===== config.mk =====
export PLATFORM = sky130hd
export DESIGN_NAME = axle_counter_multi_flat
export DESIGN_NICKNAME = d
export VERILOG_FILES = /design/src/rtl/axle_pkg.sv /design/src/rtl/axle_counter_multi_if.sv /design/src/rtl/wheel_dir_channel.sv /design/src/rtl/axle_counter_multi.sv /design/src/flat_wrapper.sv
export SDC_FILE = /design/constraint.sdc
export NUM_CORES = 1
export LEC_CHECK = 0
export ABC_AREA = 1
export BUFFER_PORTS_ARGS = -buffer_cell sky130_fd_sc_hd__buf_2
export CORE_ASPECT_RATIO = 0.8
export CORE_MARGIN = 2
export CORE_UTILIZATION = 30
export CTS_CLUSTER_DIAMETER = 40
export DETAILED_ROUTE_END_ITERATION = 6
export PLACE_DENSITY_LB_ADDON = 0.12
export SLEW_MARGIN = 5
export SYNTH_ARGS = -nofsm -noshare
export SYNTH_HDL_FRONTEND = slang
export SYNTH_SLANG_ARGS = --single-unit

===== constraint.sdc =====
create_clock -name Clk -period 4.3 [get_ports Clk]
set_clock_uncertainty 0.2 [all_clocks]
set_input_delay 0.43 -clock Clk [delete_from_list [all_inputs] [get_ports Clk]]
set_output_delay 0.43 -clock Clk [all_outputs]
set_load 0.005 [all_outputs]

===== src/rtl/axle_pkg.sv =====
// Shared definitions for the axle counter.
// Holds the per-channel wheel FSM state encoding (3 bits) and the default
// debounce length and axle-count width used by the top level.
package axle_pkg;

    localparam int STATE_W      = 3;
    localparam int DEF_DEBOUNCE = 4;
    localparam int DEF_CNT_W    = 4;

    typedef enum logic [STATE_W-1:0] {
        IDLE = 3'd0,
        A1   = 3'd1,
        A2   = 3'd2,
        A3   = 3'd3,
        B1   = 3'd4,
        B2   = 3'd5,
        B3   = 3'd6,
        ERR  = 3'd7
    } state_t;

endpackage


===== src/rtl/axle_counter_multi_if.sv =====
// Bundle of the per-channel sensor inputs and detector outputs.
// Ports (all vectors indexed by channel):
//   a, b, clr        raw sensors and synchronous count clear (toward the DUT)
//   a2b, b2a, err    one-cycle event pulses
//   count            NUM_CH*CNT_W packed axle counts, channel i at [i*CNT_W +: CNT_W]
//   occupied         per-channel count != 0; any_occupied is their OR
//   dbg_state        per-channel FSM state, channel i at [i*3 +: 3]
// master drives the sensors (environment side); slave is the detector.
interface axle_counter_multi_if #(
    parameter int NUM_CH = 2,
    parameter int CNT_W  = 4
);
    logic [NUM_CH-1:0]       a;
    logic [NUM_CH-1:0]       b;
    logic [NUM_CH-1:0]       clr;
    logic [NUM_CH-1:0]       a2b;
    logic [NUM_CH-1:0]       b2a;
    logic [NUM_CH-1:0]       err;
    logic [NUM_CH*CNT_W-1:0] count;
    logic [NUM_CH-1:0]       occupied;
    logic                    any_occupied;
    logic [NUM_CH*3-1:0]     dbg_state;

    modport master (
        output a, b, clr,
        input  a2b, b2a, err, count, occupied, any_occupied, dbg_state
    );

    modport slave (
        input  a, b, clr,
        output a2b, b2a, err, count, occupied, any_occupied, dbg_state
    );
endinterface


===== src/rtl/wheel_dir_channel.sv =====
// One track channel: 2-FF synchroniser and debounce on each sensor, then the
// wheel-sequence FSM on the filtered pair {fa, fb}.
// Ports:
//   Clk, Reset          clock, asynchronous active-high reset
//   a, b                raw sensors (asynchronous to Clk)
//   a2b, b2a, err       registered one-cycle pulses
//   fire_a2b, fire_b2a  combinational completion, valid the cycle before the
//                       matching pulse; lets the top update its count on the
//                       same edge that registers the pulse
//   state               current FSM state
module wheel_dir_channel
    import axle_pkg::*;
#(
    parameter int DEBOUNCE = DEF_DEBOUNCE
) (
    input  logic   Clk,
    input  logic   Reset,
    input  logic   a,
    input  logic   b,
    output logic   a2b,
    output logic   b2a,
    output logic   err,
    output logic   fire_a2b,
    output logic   fire_b2a,
    output state_t state
);

    localparam int DCW = $clog2(DEBOUNCE + 1);
    localparam logic [DCW-1:0] DB_LAST = DCW'(DEBOUNCE - 1);

    // bit 1 = sensor a, bit 0 = sensor b
    logic [1:0]          ff1;
    logic [1:0]          ff2;
    logic [1:0]          filt;
    logic [1:0][DCW-1:0] db_cnt;

    state_t state_next;
    logic   enter_err;

    // Filtered value follows the synchronised one only after DEBOUNCE
    // consecutive mismatching samples; any agreeing sample restarts the count.
    always_ff @(posedge Clk or posedge Reset) begin
        if (Reset) begin
            ff1    <= '0;
            ff2    <= '0;
            filt   <= '0;
            db_cnt <= '0;
        end else begin
            ff1 <= {a, b};
            ff2 <= ff1;
            for (int i = 0; i < 2; i++) begin
                if (ff2[i] == filt[i]) begin
                    db_cnt[i] <= '0;
                end else if (db_cnt[i] == DB_LAST) begin
                    filt[i]   <= ff2[i];
                    db_cnt[i] <= '0;
                end else begin
                    db_cnt[i] <= db_cnt[i] + DCW'(1);
                end
            end
        end
    end

    always_comb begin
        state_next = state;
        fire_a2b   = 1'b0;
        fire_b2a   = 1'b0;
        case (state)
            IDLE: case (filt)
                2'b10: state_next = A1;
                2'b01: state_next = B1;
                2'b11: state_next = ERR;
                default: ;
            endcase
            A1: case (filt)
                2'b11: state_next = A2;
                2'b00: state_next = IDLE;
                2'b01: state_next = ERR;
                default: ;
            endcase
            A2: case (filt)
                2'b01: state_next = A3;
                2'b10: state_next = A1;
                2'b00: state_next = ERR;
                default: ;
            endcase
            A3: case (filt)
                2'b00: begin
                    state_next = IDLE;
                    fire_a2b   = 1'b1;
                end
                2'b11: state_next = A2;
                2'b10: state_next = ERR;
                default: ;
            endcase
            B1: case (filt)
                2'b11: state_next = B2;
                2'b00: state_next = IDLE;
                2'b10: state_next = ERR;
                default: ;
            endcase
            B2: case (filt)
                2'b10: state_next = B3;
                2'b01: state_next = B1;
                2'b00: state_next = ERR;
                default: ;
            endcase
            B3: case (filt)
                2'b00: begin
                    state_next = IDLE;
                    fire_b2a   = 1'b1;
                end
                2'b11: state_next = B2;
                2'b01: state_next = ERR;
                default: ;
            endcase
            ERR: if (filt == 2'b00) state_next = IDLE;
            default: state_next = IDLE;
        endcase
        // err marks entry only, not residence in ERR
        enter_err = (state_next == ERR) && (state != ERR);
    end

    always_ff @(posedge Clk or posedge Reset) begin
        if (Reset) begin
            state <= IDLE;
            a2b   <= 1'b0;
            b2a   <= 1'b0;
            err   <= 1'b0;
        end else begin
            state <= state_next;
            a2b   <= fire_a2b;
            b2a   <= fire_b2a;
            err   <= enter_err;
        end
    end

endmodule


===== src/rtl/axle_counter_multi.sv =====
// Multi-channel wheel-direction detector and axle counter.
// Ports:
//   Clk, Reset  clock, asynchronous active-high reset
//   bus         slave side of axle_counter_multi_if (sensors, clr, pulses,
//               counts, occupancy, FSM debug state); its NUM_CH and CNT_W
//               must match this module's parameters
// Each channel's count saturates at both ends: overflow and underflow hold
// the value and raise err, while the direction pulse is still reported.
// clr wins over a same-cycle count change and suppresses the count err.
module axle_counter_multi
    import axle_pkg::*;
#(
    parameter int NUM_CH   = 2,
    parameter int DEBOUNCE = DEF_DEBOUNCE,
    parameter int CNT_W    = DEF_CNT_W
) (
    input  logic               Clk,
    input  logic               Reset,
    axle_counter_multi_if.slave bus
);

    localparam logic [CNT_W-1:0] CNT_MAX = '1;

    logic [NUM_CH-1:0] ch_a2b;
    logic [NUM_CH-1:0] ch_b2a;
    logic [NUM_CH-1:0] ch_err;
    logic [NUM_CH-1:0] fire_a2b;
    logic [NUM_CH-1:0] fire_b2a;
    logic [NUM_CH-1:0] cnt_err;
    logic [NUM_CH-1:0] occ;
    logic [CNT_W-1:0]  cnt_q [NUM_CH];
    state_t            ch_state [NUM_CH];

    for (genvar g = 0; g < NUM_CH; g++) begin : g_ch
        wheel_dir_channel #(
            .DEBOUNCE(DEBOUNCE)
        ) u_ch (
            .Clk      (Clk),
            .Reset    (Reset),
            .a        (bus.a[g]),
            .b        (bus.b[g]),
            .a2b      (ch_a2b[g]),
            .b2a      (ch_b2a[g]),
            .err      (ch_err[g]),
            .fire_a2b (fire_a2b[g]),
            .fire_b2a (fire_b2a[g]),
            .state    (ch_state[g])
        );

        // Updated on the same edge that registers the channel's pulse, so
        // count and pulse become visible together.
        always_ff @(posedge Clk or posedge Reset) begin
            if (Reset) begin
                cnt_q[g]   <= '0;
                cnt_err[g] <= 1'b0;
            end else begin
                cnt_err[g] <= 1'b0;
                if (bus.clr[g]) begin
                    cnt_q[g] <= '0;
                end else if (fire_a2b[g]) begin
                    if (cnt_q[g] == CNT_MAX) cnt_err[g] <= 1'b1;
                    else                     cnt_q[g]   <= cnt_q[g] + CNT_W'(1);
                end else if (fire_b2a[g]) begin
                    if (cnt_q[g] == '0) cnt_err[g] <= 1'b1;
                    else                cnt_q[g]   <= cnt_q[g] - CNT_W'(1);
                end
            end
        end

        assign occ[g]                     = |cnt_q[g];
        assign bus.count[g*CNT_W +: CNT_W] = cnt_q[g];
        assign bus.dbg_state[g*3 +: 3]     = ch_state[g];
    end

    // FSM err and count err cannot coincide: count errors only follow a
    // completion, which never enters ERR.
    assign bus.a2b          = ch_a2b;
    assign bus.b2a          = ch_b2a;
    assign bus.err          = ch_err | cnt_err;
    assign bus.occupied     = occ;
    assign bus.any_occupied = |occ;

endmodule


===== src/flat_wrapper.sv =====
// flat-port wrapper written by rule: the top's interface ports become plain ports
module axle_counter_multi_flat import axle_pkg::*;
#(
    parameter int NUM_CH   = 2,
    parameter int DEBOUNCE = DEF_DEBOUNCE,
    parameter int CNT_W    = DEF_CNT_W
)
  (Clk, Reset, bus_a, bus_b, bus_clr, bus_a2b, bus_b2a, bus_err, bus_count, bus_occupied, bus_any_occupied, bus_dbg_state);
  axle_counter_multi_if #(.NUM_CH(NUM_CH), .CNT_W(CNT_W)) bus_i ();
  input  logic Clk;
  input  logic Reset;
  input wire logic [$bits(bus_i.a)-1:0] bus_a;
  input wire logic [$bits(bus_i.b)-1:0] bus_b;
  input wire logic [$bits(bus_i.clr)-1:0] bus_clr;
  output wire logic [$bits(bus_i.a2b)-1:0] bus_a2b;
  output wire logic [$bits(bus_i.b2a)-1:0] bus_b2a;
  output wire logic [$bits(bus_i.err)-1:0] bus_err;
  output wire logic [$bits(bus_i.count)-1:0] bus_count;
  output wire logic [$bits(bus_i.occupied)-1:0] bus_occupied;
  output wire logic [$bits(bus_i.any_occupied)-1:0] bus_any_occupied;
  output wire logic [$bits(bus_i.dbg_state)-1:0] bus_dbg_state;
  assign bus_i.a = bus_a;
  assign bus_i.b = bus_b;
  assign bus_i.clr = bus_clr;
  assign bus_a2b = bus_i.a2b;
  assign bus_b2a = bus_i.b2a;
  assign bus_err = bus_i.err;
  assign bus_count = bus_i.count;
  assign bus_occupied = bus_i.occupied;
  assign bus_any_occupied = bus_i.any_occupied;
  assign bus_dbg_state = bus_i.dbg_state;
  axle_counter_multi #(.NUM_CH(NUM_CH), .DEBOUNCE(DEBOUNCE), .CNT_W(CNT_W)) u_core (.Clk(Clk), .Reset(Reset), .bus(bus_i));
endmodule

* Yosys cells after proc, flatten, opt, wreduce, memory -nomap -nowiden
Index checks and enable logic that the tools add are counted.
Storage, ports and cells: register bits 46, bits of input ports 8, output and inout port bits 23
Operators by class: add/subtract/negate cells 8, equality and inequality tests 38, multiplexer cells 52, bitwise gates (word level) 5, reductions and logical operators 19
Operators with widths (count):
- $pmux 3 s3 | 14
- $pmux 3 s8 | 2
- $mux 4 | 10
- $eq 3x3->1 const B | 10
- $mux 3 | 10
- $eq 3x2->1 const B | 8
- $ne 3x3->1 const B | 6
- $mux 1 | 16
- $add 3x1->3 const B | 4
- $add 4x1->4 const B | 2
- $eq 2x2->1 const B | 4
- $eq 4x4->1 const B | 2
- $logic_not 4->1 | 2
- $reduce_and 2->1 | 4
- $reduce_or 4->1 | 2
- $reduce_or 8->1 | 1
- $sub 4x1->4 const B | 2
- $eq 3x1->1 const B | 2
- $logic_not 3->1 | 2
- $reduce_and 3->1 | 2
- $reduce_bool 3->1 | 2
- $eq 1x1->1 | 4
- $eq 2x1->1 const B | 2
- $logic_not 2->1 | 2
- other kinds (3) | 7

* Depth between registers and ports, before layout
word-level depth 6, gate-level depth with buffers 11, mapped depth without buffers 10

* By module
From an unflattened synthesis, not the netlist that was laid out.
Unflattened totals: cell total of the unflattened synthesis 305, area, all modules 2546.2 µm²
By module, submodules not included:
- wheel_dir_channel (u_core.g_ch[1].u_ch) | times used 1, cells an instance 103, area each 900.9 µm², seq. area each 450.4 µm²
- wheel_dir_channel (u_core.g_ch[0].u_ch) | times used 1, cells an instance 89, area each 862.1 µm², seq. area each 450.4 µm²
- axle_counter_multi | times used 1, cells an instance 113, area each 783.3 µm², seq. area each 250.2 µm²

* Worst setup path after synthesis
Ideal clock, no wire load.
kind reg-to-reg, from reg u_core.g_ch[1].u_ch.state[2], to reg u_core.cnt_q (netlist bit u_core.bus.count[7]), data arrival time 1650 ps, required time 3982 ps, path slack 2332 ps, cell stages (with the launch flop) 11, buffers on the path 1, cell sequence dfrtp_1 > buf_2 > nor2_1 > nand2_1 > ha_1 > nand2_1 > nand2_1 > nor2b_1 > nand3_1 > nand2_1 > o21ai_2
On the way: longest elaborated chain between the ends 4, elaborated cells between the ends (all ways) 10, classes of those cells eq/ne (4); mux (4); reduce/logical (2)
RTL lines:
- from (decl) | line wheel_dir_channel.sv:25 | output state_t state
- from (signal assigned) | line wheel_dir_channel.sv:131 | state <= state_next;
- $eq 3x2->1 or $eq 3x3->1 (tied branches) | line wheel_dir_channel.sv:68 | case (state)
- $mux 1 | line wheel_dir_channel.sv:68
- $ne 3x3->1 (no line) (tied with other cells)
- $reduce_and 3->1 (no line) or $mux 4 (tied branches)
- to (signal, indexed assignment) | line axle_counter_multi.sv:62 | else cnt_q[g] <= cnt_q[g] + CNT_W'(1);
- to (signal, indexed assignment) | line axle_counter_multi.sv:65 | else cnt_q[g] <= cnt_q[g] - CNT_W'(1);
- to (decl) | line axle_counter_multi.sv:31 | logic [CNT_W-1:0] cnt_q [NUM_CH];
Several ways; a longest one is shown, not always the timed one. A chain may end at the register's enable or synchronous reset.

* Worst setup path after layout
from reg u_core.g_ch[1].u_ch.state[1], to reg u_core.cnt_q (netlist bit u_core.bus.count[7])
The elaborated chain is that of the path after synthesis.

==> impl_metrics.csv <==
group,metric,value,unit
finish,final_nets,348,
clock_tree,postCtsHoldBufs,0,
sta,fmax,0.453,GHz
global_route,grt_antenna_before_repair,0,
sta,slew_headroom,36.1,%
clock_tree,clock_path_buffers,2,
finish,final_common_cell,"nand2_1",
routing,vias,1993,
sta,fin_crit,2.21,ns
placement,gp_congestion,0.846,
setup_path,crit_top_cell,"nand2_1",
sta,rsz0062_at_grt,"no",
finish,antenna_cells,0,
global_route,grt_max_degree,47,
run,max_cap_viol_count,0,
yosys,yosys_warnings,0,
sta,finalSetupViolCount,0,
sta,tightestPinTransition,0.957,ns
routing,drc,0,
setup_path,cp_top_family,"simple AND/OR/NAND/NOR gates",
power_and_ir_drop,ir_worst_vdd,0.000196,V
floorplanning,dieArea,0.00935,mm2
placement,port_buffers,30,
yosys,avgSynthCellArea,8.48,um2
clock_tree,worstSkewPairLatency,0.29,ns
clock_tree,clkTransAtPathRegs,0.09,ns
yosys,synth_nets,322,
clock_tree,cts_tree,"built",
clock_tree,cts_buffers,5,
clock_tree,cts_sinks,46,
clock_tree,cts_htree_levels,2,
yosys,ys_seq_elements,46,
sta,setup_ws,2.09,ns
clock_tree,ctsResizeCount,0,
sta,hold_viol_final,0,
floorplanning,ios,31,
yosys,async_reset_ff_share,100,%
finish,multi_input_area,0.00119,mm2
power_and_ir_drop,p_per_area,686,mW/mm2
routing,first_pass_iters,4,
floorplanning,num_rows,30,
setup_path,cp_data_required_time,4.33,ns
clock_tree,postCtsSetupBuffers,0,
global_route,grt-ovfl-total,0,
yosys,synth_cell_type_count,34,
outcome,status,"complete, no violations",
placement,post-place-ws,2.11,ns
setup_path,cp_slowest_stage_delay,0.56,ns
finish,area_delta_synth_final,11.3,%
routing,post_drt_wl_per_cell,11.4,um
global_route,grt_first_pass_wirelength,8860,um
global_route,grt_pass1_vias,1904,
clock_tree,clockRootBuffer,"clkbuf_8",
setup_path,path_max_fanout,12,
finish,drive_gt1_share,21.8,%
global_route,grt.total_usage,12.0,%
sta,finalCritPeriodShare,51.4,%
setup_path,start_kind,"flip-flop",
yosys,synth-edff-count,0,
yosys,synthCells,304,
sta,setup_tns,0,ns
setup_path,end_kind,"flip-flop",
finish,final_cell_mix,"nand2_1 (58), dfrtp_1 (46), nor2_1 (38)",
finish,fill_cells,914,
routing,post_drt_via_cell_ratio,4.50,
routing,drt_iter0_drc,92,
yosys,synth_area,0.00258,mm2
floorplanning,core,0.00841,mm2
yosys,seq_area_frac_synth,44.7,%
routing,ant_nets,0,
yosys,synth-main-ff-cell,"dfrtp_1",
power_and_ir_drop,power_leakage,1.40,nW
setup_path,worstPathBufferInverterCount,0,
setup_path,cp_slowest_cell,"dfrtp_1",
placement,hpwl,3730,um
setup_path,worstPathCellList,"nand2_1 -> nor2_1 -> nand2_1 -> ha_1 -> nand3_1 -> nor2b_1 -> nand3_1 -> nand2_1 -> o21ai_2",
sta,slew_violations,0,
sta,hold_ws,0.0458,ns
routing,routed_wl,5030,um
floorplanning,fp.dieW,108,um
setup_path,worstSetupPathType,"reg -> reg",
floorplanning,die_h,86.9,um
min_path,min_path_type,"in -> reg",
finish,seq_area,0.00115,mm2
floorplanning,start_util,30.7,%
setup_path,arrival,2.24,ns
==> synth_stat cells, types with 5 or more instances <==
cell     number  area [um2]
a21oi_1       5        25.0
o21ai_2       6        52.6
nand4_1       9        56.3
ha_1          8         100
o21ai_0       9        45.0
nand2_1      58         218
xnor2_1       5        43.8
buf_4         7        52.6
dfrtp_1      46        1150
nand3_1      29         145
nor2_1       38         143
inv_1        32         120
nor3_1        5        25.0
==> state kept, by name (all words and copies together) (netlist names) <==
register / count
u_core.bus.count: 8
u_core.cnt_err: 2
u_core.g_ch.u_ch.a2b: 2
u_core.g_ch.u_ch.b2a: 2
u_core.g_ch.u_ch.db_cnt: 12
u_core.g_ch.u_ch.err: 2
u_core.g_ch.u_ch.ff1: 4
u_core.g_ch.u_ch.ff2: 4
u_core.g_ch.u_ch.filt: 4
u_core.g_ch.u_ch.state: 6
==> where the power goes <==
part | internal, mW | total, mW | leakage [nW] | switching (mW)
logic | 0.376 | 0.957 | 0.776 | 0.581
clock network | 0.130 | 0.272 | 0.0482 | 0.142
registers | 0.559 | 0.738 | 0.578 | 0.180
==> layout make-up <==
| class | instances | share of cell area [%] |
|---|---|---|
| multi-input cells | 209 | 41.5 |
| inverters | 38 | 5.06 |
| clock buffers | 7 | 3.01 |
| well taps | 112 | 4.89 |
| clock inverters | 1 | 0.175 |
| flip-flops and latches | 46 | 40.1 |
| repair buffers | 30 | 5.24 |
==> worst paths after layout <==
check / startpoint / end / slack, ns / cells past startpoint
max reg2reg: u_core.g_ch[1].u_ch.state[1] / u_core.bus.count[7] / 2.09 / 9
max: u_core.g_ch[1].u_ch.state[1] / u_core.bus.count[7] / 2.09 / 9
max in group asynchronous: Reset / u_core.g_ch[0].u_ch.db_cnt[3] / 3.16 / 2
min in group asynchronous: Reset / u_core.g_ch[0].u_ch.b2a / 0.15 / 2
min reg2reg: u_core.g_ch[1].u_ch.ff1[1] / u_core.g_ch[1].u_ch.ff2[1] / 0.15 / 0
min: bus_b[0] / u_core.g_ch[0].u_ch.ff1[0] / 0.05 / 1
==> layer usage <==
layer	vias up	GRT usage (%)	part of all wire, %	wire (um)
met5	-	0	0	0
met4	0	3.85	0.89	45
met3	5	2.77	3.6	179
met2	31	19.0	45	2270
met1	931	16.4	50	2540
li1	1026	-	-	-
==> through the flow <==
step | util (%) | total power [mW] | instances | area (um2)
floorplan | - | 1.50 | 304 | 2580
global placement | 33.0 | 1.72 | 435 | 2780
detailed placement | 33.0 | 1.71 | 435 | 2780
CTS | 34.1 | 2.00 | 443 | 2870
global route | 34.1 | 2.18 | 443 | 2870
finish | 34.1 | 1.97 | 443 | 2870
==> cell families (layout without fill, tap and decap cells) <==
group	Yosys count	count (layout)	share of synthesized area, %
buffers and inverters	49	76	9.17
XOR/XNOR	6	6	2.04
AND/OR/NAND/NOR	168	168	32.6
adder cells (fa/ha/maj)	10	10	5.44
flip-flops	46	46	44.7
AO/OA/AOI/OAI	25	25	6.12
No activity file was read; power rests on OpenSTA's default activity.
